**src/rtl/vram_commit_arbiter.sv**
```systemverilog
// -----------------------------------------------------------------------------
// vram_commit_arbiter
//
// Purpose:
//   Consumer end of the CPU store queue. Commits queued 6502 writes into the
//   single-port vector RAM and shares that port with vector-generator reads.
//   Reads win by default. A bounded-deferral counter forces a write slot after
//   MAX_DEFER consecutive lost cycles, so queued writes always make progress.
//   Writes that fall outside the vector window are dropped and counted.
//
// Ports:
//   clk, rst      system clock, synchronous active-high reset
//   wr_pending    store queue non-empty
//   wr_valid      queue head popped this cycle (queue drives canWrite && !empty)
//   wr_data       queue head data
//   wr_addr       queue head CPU address
//   can_write     arbiter accepts queue head this cycle
//   vg_rd_req     vector generator read request, held until granted
//   vg_rd_addr    vector RAM read address
//   vg_rd_gnt     read issued to BRAM this cycle
//   vg_rd_valid   vg_rd_data valid (cycle after grant)
//   vg_rd_data    read data
//   bram_addr     BRAM address
//   bram_din      BRAM write data
//   bram_we       BRAM write enable
//   bram_dout     BRAM read data, 1-cycle latency
//   drop_count    saturating count of out-of-window writes
//
// Handshake:
//   can_write is the queue's canWrite. It depends only on the force flag and
//   vg_rd_req (and is held low in reset). A write is committed on a cycle where
//   wr_valid && can_write. wr_valid without can_write is ignored.
//   vg_rd_req/vg_rd_addr are held by the requester until vg_rd_gnt is seen.
//   Data returns with vg_rd_valid exactly one cycle after vg_rd_gnt.
// -----------------------------------------------------------------------------
module vram_commit_arbiter #(
    parameter logic [15:0] VRAM_BASE = 16'h2000,
    parameter int          VRAM_AW   = 13,
    parameter int          MAX_DEFER = 4
) (
    input  logic               clk,
    input  logic               rst,
    input  logic               wr_pending,
    input  logic               wr_valid,
    input  logic [7:0]         wr_data,
    input  logic [15:0]        wr_addr,
    output logic               can_write,
    input  logic               vg_rd_req,
    input  logic [VRAM_AW-1:0] vg_rd_addr,
    output logic               vg_rd_gnt,
    output logic               vg_rd_valid,
    output logic [7:0]         vg_rd_data,
    output logic [VRAM_AW-1:0] bram_addr,
    output logic [7:0]         bram_din,
    output logic               bram_we,
    input  logic [7:0]         bram_dout,
    output logic [7:0]         drop_count
);

    localparam int DW = $clog2(MAX_DEFER + 1);

    logic [DW-1:0] r_defer_cnt;
    logic          r_force;
    logic          r_rd_valid;
    logic [7:0]    r_rd_hold;
    logic [7:0]    r_drop_count;

    logic [15:0]   w_offset;
    logic          w_in_win;
    logic          w_can_write;
    logic          w_gnt;
    logic          w_commit;
    logic          w_drop;
    logic [DW-1:0] w_defer_inc;

    // Arbitration: force wins, then reads, otherwise the write slot is open.
    // Nothing here looks at wr_valid, because the queue builds wr_valid from
    // can_write and a dependency would form a combinational loop.
    always_comb begin
        w_can_write = 1'b0;
        w_gnt       = 1'b0;
        if (!rst) begin
            if (r_force) begin
                w_can_write = 1'b1;
            end else if (vg_rd_req) begin
                w_gnt = 1'b1;
            end else begin
                w_can_write = 1'b1;
            end
        end
    end

    // Window test uses the wrapped 16-bit offset, so addresses below the base
    // become large offsets and fall out of range as well.
    assign w_offset    = wr_addr - VRAM_BASE;
    assign w_in_win    = (32'(w_offset) < (32'd1 << VRAM_AW));
    assign w_commit    = wr_valid && w_can_write;
    assign w_drop      = w_commit && !w_in_win;
    assign w_defer_inc = r_defer_cnt + DW'(1);

    assign can_write   = w_can_write;
    assign vg_rd_gnt   = w_gnt;
    assign bram_we     = w_commit && w_in_win;
    assign bram_din    = wr_data;
    assign bram_addr   = w_gnt ? vg_rd_addr : w_offset[VRAM_AW-1:0];
    assign drop_count  = r_drop_count;
    assign vg_rd_valid = r_rd_valid && !rst;

    // The BRAM output register is the capture stage: bram_dout already holds
    // the granted word in the valid cycle. r_rd_hold keeps the last word
    // afterwards so vg_rd_data is stable (and 0 after reset).
    assign vg_rd_data  = r_rd_valid ? bram_dout : r_rd_hold;

    // Deferral: count cycles where a pending write lost to a read. Reaching
    // MAX_DEFER arms force for exactly the next cycle; the force cycle then
    // clears both, whether or not the queue popped.
    always_ff @(posedge clk) begin
        if (rst) begin
            r_defer_cnt <= '0;
            r_force     <= 1'b0;
        end else if (r_force) begin
            r_defer_cnt <= '0;
            r_force     <= 1'b0;
        end else if (wr_valid || !wr_pending) begin
            r_defer_cnt <= '0;
        end else if (w_gnt) begin
            r_defer_cnt <= w_defer_inc;
            r_force     <= (w_defer_inc == DW'(MAX_DEFER));
        end
    end

    always_ff @(posedge clk) begin
        if (rst) begin
            r_rd_valid <= 1'b0;
            r_rd_hold  <= 8'h00;
        end else begin
            r_rd_valid <= w_gnt;
            if (r_rd_valid) begin
                r_rd_hold <= bram_dout;
            end
        end
    end

    always_ff @(posedge clk) begin
        if (rst) begin
            r_drop_count <= 8'h00;
        end else if (w_drop && (r_drop_count != 8'hFF)) begin
            r_drop_count <= r_drop_count + 8'h01;
        end
    end

endmodule

```
**config.mk**
```make
export PLATFORM = sky130hd
export DESIGN_NAME = vram_commit_arbiter
export DESIGN_NICKNAME = d
export VERILOG_FILES = /design/src/rtl/vram_commit_arbiter.sv
export SDC_FILE = /design/constraint.sdc
export NUM_CORES = 1
export LEC_CHECK = 0
export ABC_AREA = 1
export BUFFER_PORTS_ARGS = -buffer_cell sky130_fd_sc_hd__buf_2
export CAP_MARGIN = 20
export CORE_ASPECT_RATIO = 1.4
export CORE_UTILIZATION = 24
export CTS_CLUSTER_DIAMETER = 30
export DETAILED_ROUTE_END_ITERATION = 8
export PLACE_DENSITY_LB_ADDON = 0.08
export SLEW_MARGIN = 5
export SYNTH_ARGS = -nofsm -noshare
export SYNTH_HDL_FRONTEND = slang
export SYNTH_SLANG_ARGS = --single-unit
```
**constraint.sdc**
```tcl
create_clock -name clk -period 3.1 [get_ports clk]
set_input_delay 0.62 -clock clk [delete_from_list [all_inputs] [get_ports clk]]
set_output_delay 0.62 -clock clk [all_outputs]
set_load 0.01 [all_outputs]
```
-- Word-level counts from Yosys, hierarchy flattened
Cells that the tools add are included.
- register bits: 21
- output and inout port bits: 41
- input port bits: 50
- bitwise logic cells: 1
- $lt $le $gt $ge: 1
- reductions and logical operators: 11
- multiplexer cells: 8
- equality and inequality tests: 2
- add/subtract/negate cells: 3
- operators by type and width (kind ; number):
    less-than comparator 16 x 14 -> 1 bit, second input constant ; 1
    subtractor 16 x 14 -> 16 bit, second input constant ; 1
    2-to-1 mux 13 bit ; 1
    adder 8 x 1 -> 8 bit, second input constant ; 1
    2-to-1 mux 8 bit ; 1
    != test 8 bit, second input constant ; 1
    2-to-1 mux 1 bit ; 6
    logical AND 1 bit ; 5
    OR reduction 4 bit ; 1
    adder 3 x 1 -> 3 bit, second input constant ; 1
    == test 3 bit, second input constant ; 1
    zero test 1 bit ; 3
    OR reduction 3 bit ; 1
    logical OR 1 bit ; 1
    NOT 1 bit ; 1

-- Longest topological paths before layout
- depth after elaboration: 6
- depth in mapped cells: 9
- mapped depth without buffers: 9

-- Worst setup path after synthesis
Ideal clock, no wire load.
- path kind: input-to-output
- start point: in rst
- end point: out bram_addr[10]
- setup slack: 1105 ps
- arrival: 1375 ps
- buffers on the path: 2
- cell stages on the path: 5
- data required time: 2480 ps
- path through: buf_2 > nor2_2 > buf_4 > nand2_1 > nand2_1
- cells in the longest elaborated chain, start to end: 2
- RTL lines (element ; line ; text):
    from (decl) ; 42 ; input logic rst,
    2-to-1 mux 1 bit ; 82 ; if (!rst) begin
    named net vg_rd_gnt ; 50 ; output logic vg_rd_gnt,
    2-to-1 mux 13 bit ; 105 ; assign bram_addr = w_gnt ? vg_rd_addr : w_offset[VRAM_AW-1:0];
    to (decl) ; 53 ; output logic [VRAM_AW-1:0] bram_addr,
The timed path passes the listed nets, and every way through them passes these cells.

-- Final worst setup path
- start point: in wr_addr[13]
- end point: out bram_we
- cells in the longest elaborated chain, start to end: 3
- RTL lines (element ; line ; text):
    from (decl) ; 46 ; input logic [15:0] wr_addr,
    subtractor 16 x 14 -> 16 bit ; 95 ; assign w_offset = wr_addr - VRAM_BASE;
    less-than comparator 16 x 14 -> 1 bit ; 96 ; assign w_in_win = (32'(w_offset) < (32'd1 << VRAM_AW));
    logical AND 1 bit ; 103 ; assign bram_we = w_commit && w_in_win;
    to (decl) ; 55 ; output logic bram_we,
No other way between the ends.

==> impl_metrics.py <==
metrics = {
    "timing": {
        "hold_violations": 0,
        "post-route-period-util_pct": 68.11,
        "worst_pin_slew_ns": 0.3144,
        "period_minus_slack_ns": 2.112,
        "slew_viol_final": 0,
        "finalSetupTns_ns": 0,
        "slew_headroom_pct": 79.01,
        "clock.fmax_mhz": 473.6,
        "setup_viol": 0,
        "fin_skew_ns": 0.001376,
        "rsz0062_at_grt": "false",
    },
    "final_layout": {
        "area_growth_pct": 32.79,
        "num-fill-cells": 605,
        "mostFrequentLayoutCells": "nand2_1 (104), buf_2 (74), dfxtp_1 (21)",
        "n_antenna_cell": 0,
        "layout.nets": 328,
        "instances_no_fill": 339,
        "final_common_cell": "nand2_1",
        "layout-drive-gt1-share_pct": 32.60,
    },
    "detailed_routing": {
        "drc": 0,
        "drt-pass1-iter-count": 4,
        "drt-wirelength-per-cell_microns": 9.168,
        "avgViaCountPerCell": 4.227,
        "drt-total-wl_microns": 3108,
        "num_vias": 1433,
        "dr.first_iter.drc_count": 49,
        "ant_nets": 0,
    },
    "power_and_ir_drop": {
        "vdd.ir_drop.worst_v": 0.00009641,
        "p_leak_nw": 0.9535,
        "power_density_mw_per_mm2": 337.1,
    },
    "global_route": {
        "antenna_found_initial": 0,
        "grt_pass1_vias": 1194,
        "grt_pass1_wl_microns": 4919,
        "grt_overflow": 0,
        "grt_max_degree": 19,
        "grt_usage_pct": 10.89,
    },
    "floorplan": {
        "die_area_sq_mm": 0.005692,
        "die_w_microns": 64.05,
        "core.rowCount": 31,
        "ios": 91,
        "start_util_pct": 24.89,
        "core_region_area_sq_mm": 0.005197,
        "fp.dieH_microns": 88.87,
    },
    "yosys": {
        "synth_compound_area_share_pct": 7.350,
        "synth-simple-area-share_pct": 40.81,
        "ys_seq_elements": 21,
        "yosysSeqAreaShare_pct": 32.50,
        "synth_xor_area_share_pct": 3.385,
        "muxShareOfSynthArea_pct": 0,
        "synth_fp_nets": 260,
        "ys_warn_count": 0,
        "synth_area_sq_mm": 0.001294,
        "synth_top_family_by_area": "simple AND/OR/NAND/NOR gates",
        "synth_cell_type_count": 21,
        "synth.avg_cell_area_sq_um": 6.280,
        "syn-instance-count": 206,
        "synth_fa_ha_area_share_pct": 3.868,
    },
    "clocking": {
        "clk_pin_slew_ns": 0.08,
        "cts_tree": "done",
        "ctsHoldBuffers": 0,
        "h-tree-depth": 1,
        "cts_root_buffer": "clkbuf_8",
        "clock_path_buffers": 2,
        "clk_latency_ns": 0.26,
        "cts_resized": 0,
        "cts_setup_buffers": 0,
        "cts_num_sinks": 21,
        "numCtsBuffers": 3,
    },
    "place": {
        "place_inst": 335,
        "gp_congestion": 0.7108,
        "io_buffer_count": 74,
        "dp_hpwl_microns": 2383,
    },
    "job": {
        "max-cap-violations": 0,
    },
    "setup_path": {
        "worst-path-buf-inv": 4,
        "rr_startpoint": "drop_count[1]",
        "crit_arrival_ns": 1.49,
        "path_cells": "buf_2 > inv_1 > ha_1 > nand2_1 > inv_1 > nand3_1 > nor3_1 > buf_2",
        "crit_path_end_kind": "output pin",
        "path_class": "in -> out",
        "cp-start-kind": "input port",
        "cp-startpoint": "wr_addr[13]",
        "required_ns": 2.48,
        "slowest_stage": "ha_1",
        "max_stage_delay_ns": 0.26,
        "crit_fanout": 3,
        "crit_family": "buffers and inverters",
    },
    "worst_hold_path": {
        "hold_path_class": "reg -> reg",
        "worstHoldStart": "r_rd_hold[2]",
    },
    "status": {
        "status": "finished, final reports clean",
    },
}
kinds of logic after synthesis:
group	after synthesis
AND/OR/NAND/NOR	127
buffers and inverters	30
flip-flops	21
AO/OA/AOI/OAI	19
XOR/XNOR	5
adder cells (fa/ha/maj)	4
layout make-up:
type                            count  area, sq um  share of cell area, %
Tap cell                           66        82.58                  4.807
Clock buffer                        3        41.29                  2.403
Sequential cell                    21        420.4                  24.47
Clock inverter                      1        7.507                 0.4370
Inverter                           17        63.81                  3.714
Timing Repair Buffer               76        385.4                  22.43
Multi-Input combinational cell    155        716.9                  41.73
flip-flops by register name (all words and copies together), names as in the netlist:
register     count
drop_count       8
r_defer_cnt      3
r_force          1
r_rd_hold        8
r_rd_valid       1
power by group:
group	internal, mW	switching [mW]	leakage (nW)
Clock	0.0906	0.0915	0.0217
Sequential	0.276	0.00415	0.171
Combinational	0.0525	0.0643	0.761
synth_stat cells (all sizes together):
cell	count	area [sq um]
clkinv	1	3.750
inv	16	60.06
a21oi	18	90.09
nand2	106	412.9
buf	13	92.58
nand3	5	30.03
nor3	1	5.000
dfxtp	21	420.4
nor2	14	72.57
ha	4	50.05
nand3b	1	7.510
xor2	5	43.79
o21ai	1	5.000
worst register-to-register path: cells and delay by family, from the launching register on:
kind / cells / cell delay (ns)
AOI/OAI and AO/OA: 1 / 0.05
adders and majority gates: 1 / 0.21
and+or+nand+nor: 6 / 0.66
DFF: 1 / 0.40
stage by stage:
step                utilization, %  hold WS [ns]  worst slack, ns  instance area [sq um]  total power, mW
floorplan                        -        0.4479            1.105                   1294           0.3605
global placement             32.11        0.4610           0.9845                   1669           0.4061
detailed placement           32.11        0.4648           0.9655                   1669           0.4059
CTS                          33.05        0.4792           0.9642                   1718           0.5959
global route                 33.05        0.5031           0.8507                   1718           0.6191
finish                       33.05        0.4720           0.9885                   1718           0.5792
worst paths after layout:
kind              slack (ns)             to  depth (start not counted)
setup / recovery        0.99        bram_we                          8
hold reg to reg         0.47   r_rd_hold[2]                          2
setup reg to reg        1.67  drop_count[0]                          8
hold / removal          0.47   r_rd_hold[2]                          2
layer usage:
metal / routed length [microns] / GRT usage, % / vias up
li1: - / - / 755
met1: 1237 / 11.59 / 623
met2: 1574 / 20.70 / 51
met3: 245 / 1.933 / 4
met4: 51 / 4.959 / 0
met5: 0 / 0 / -
(Power assumes the default switching activity.)
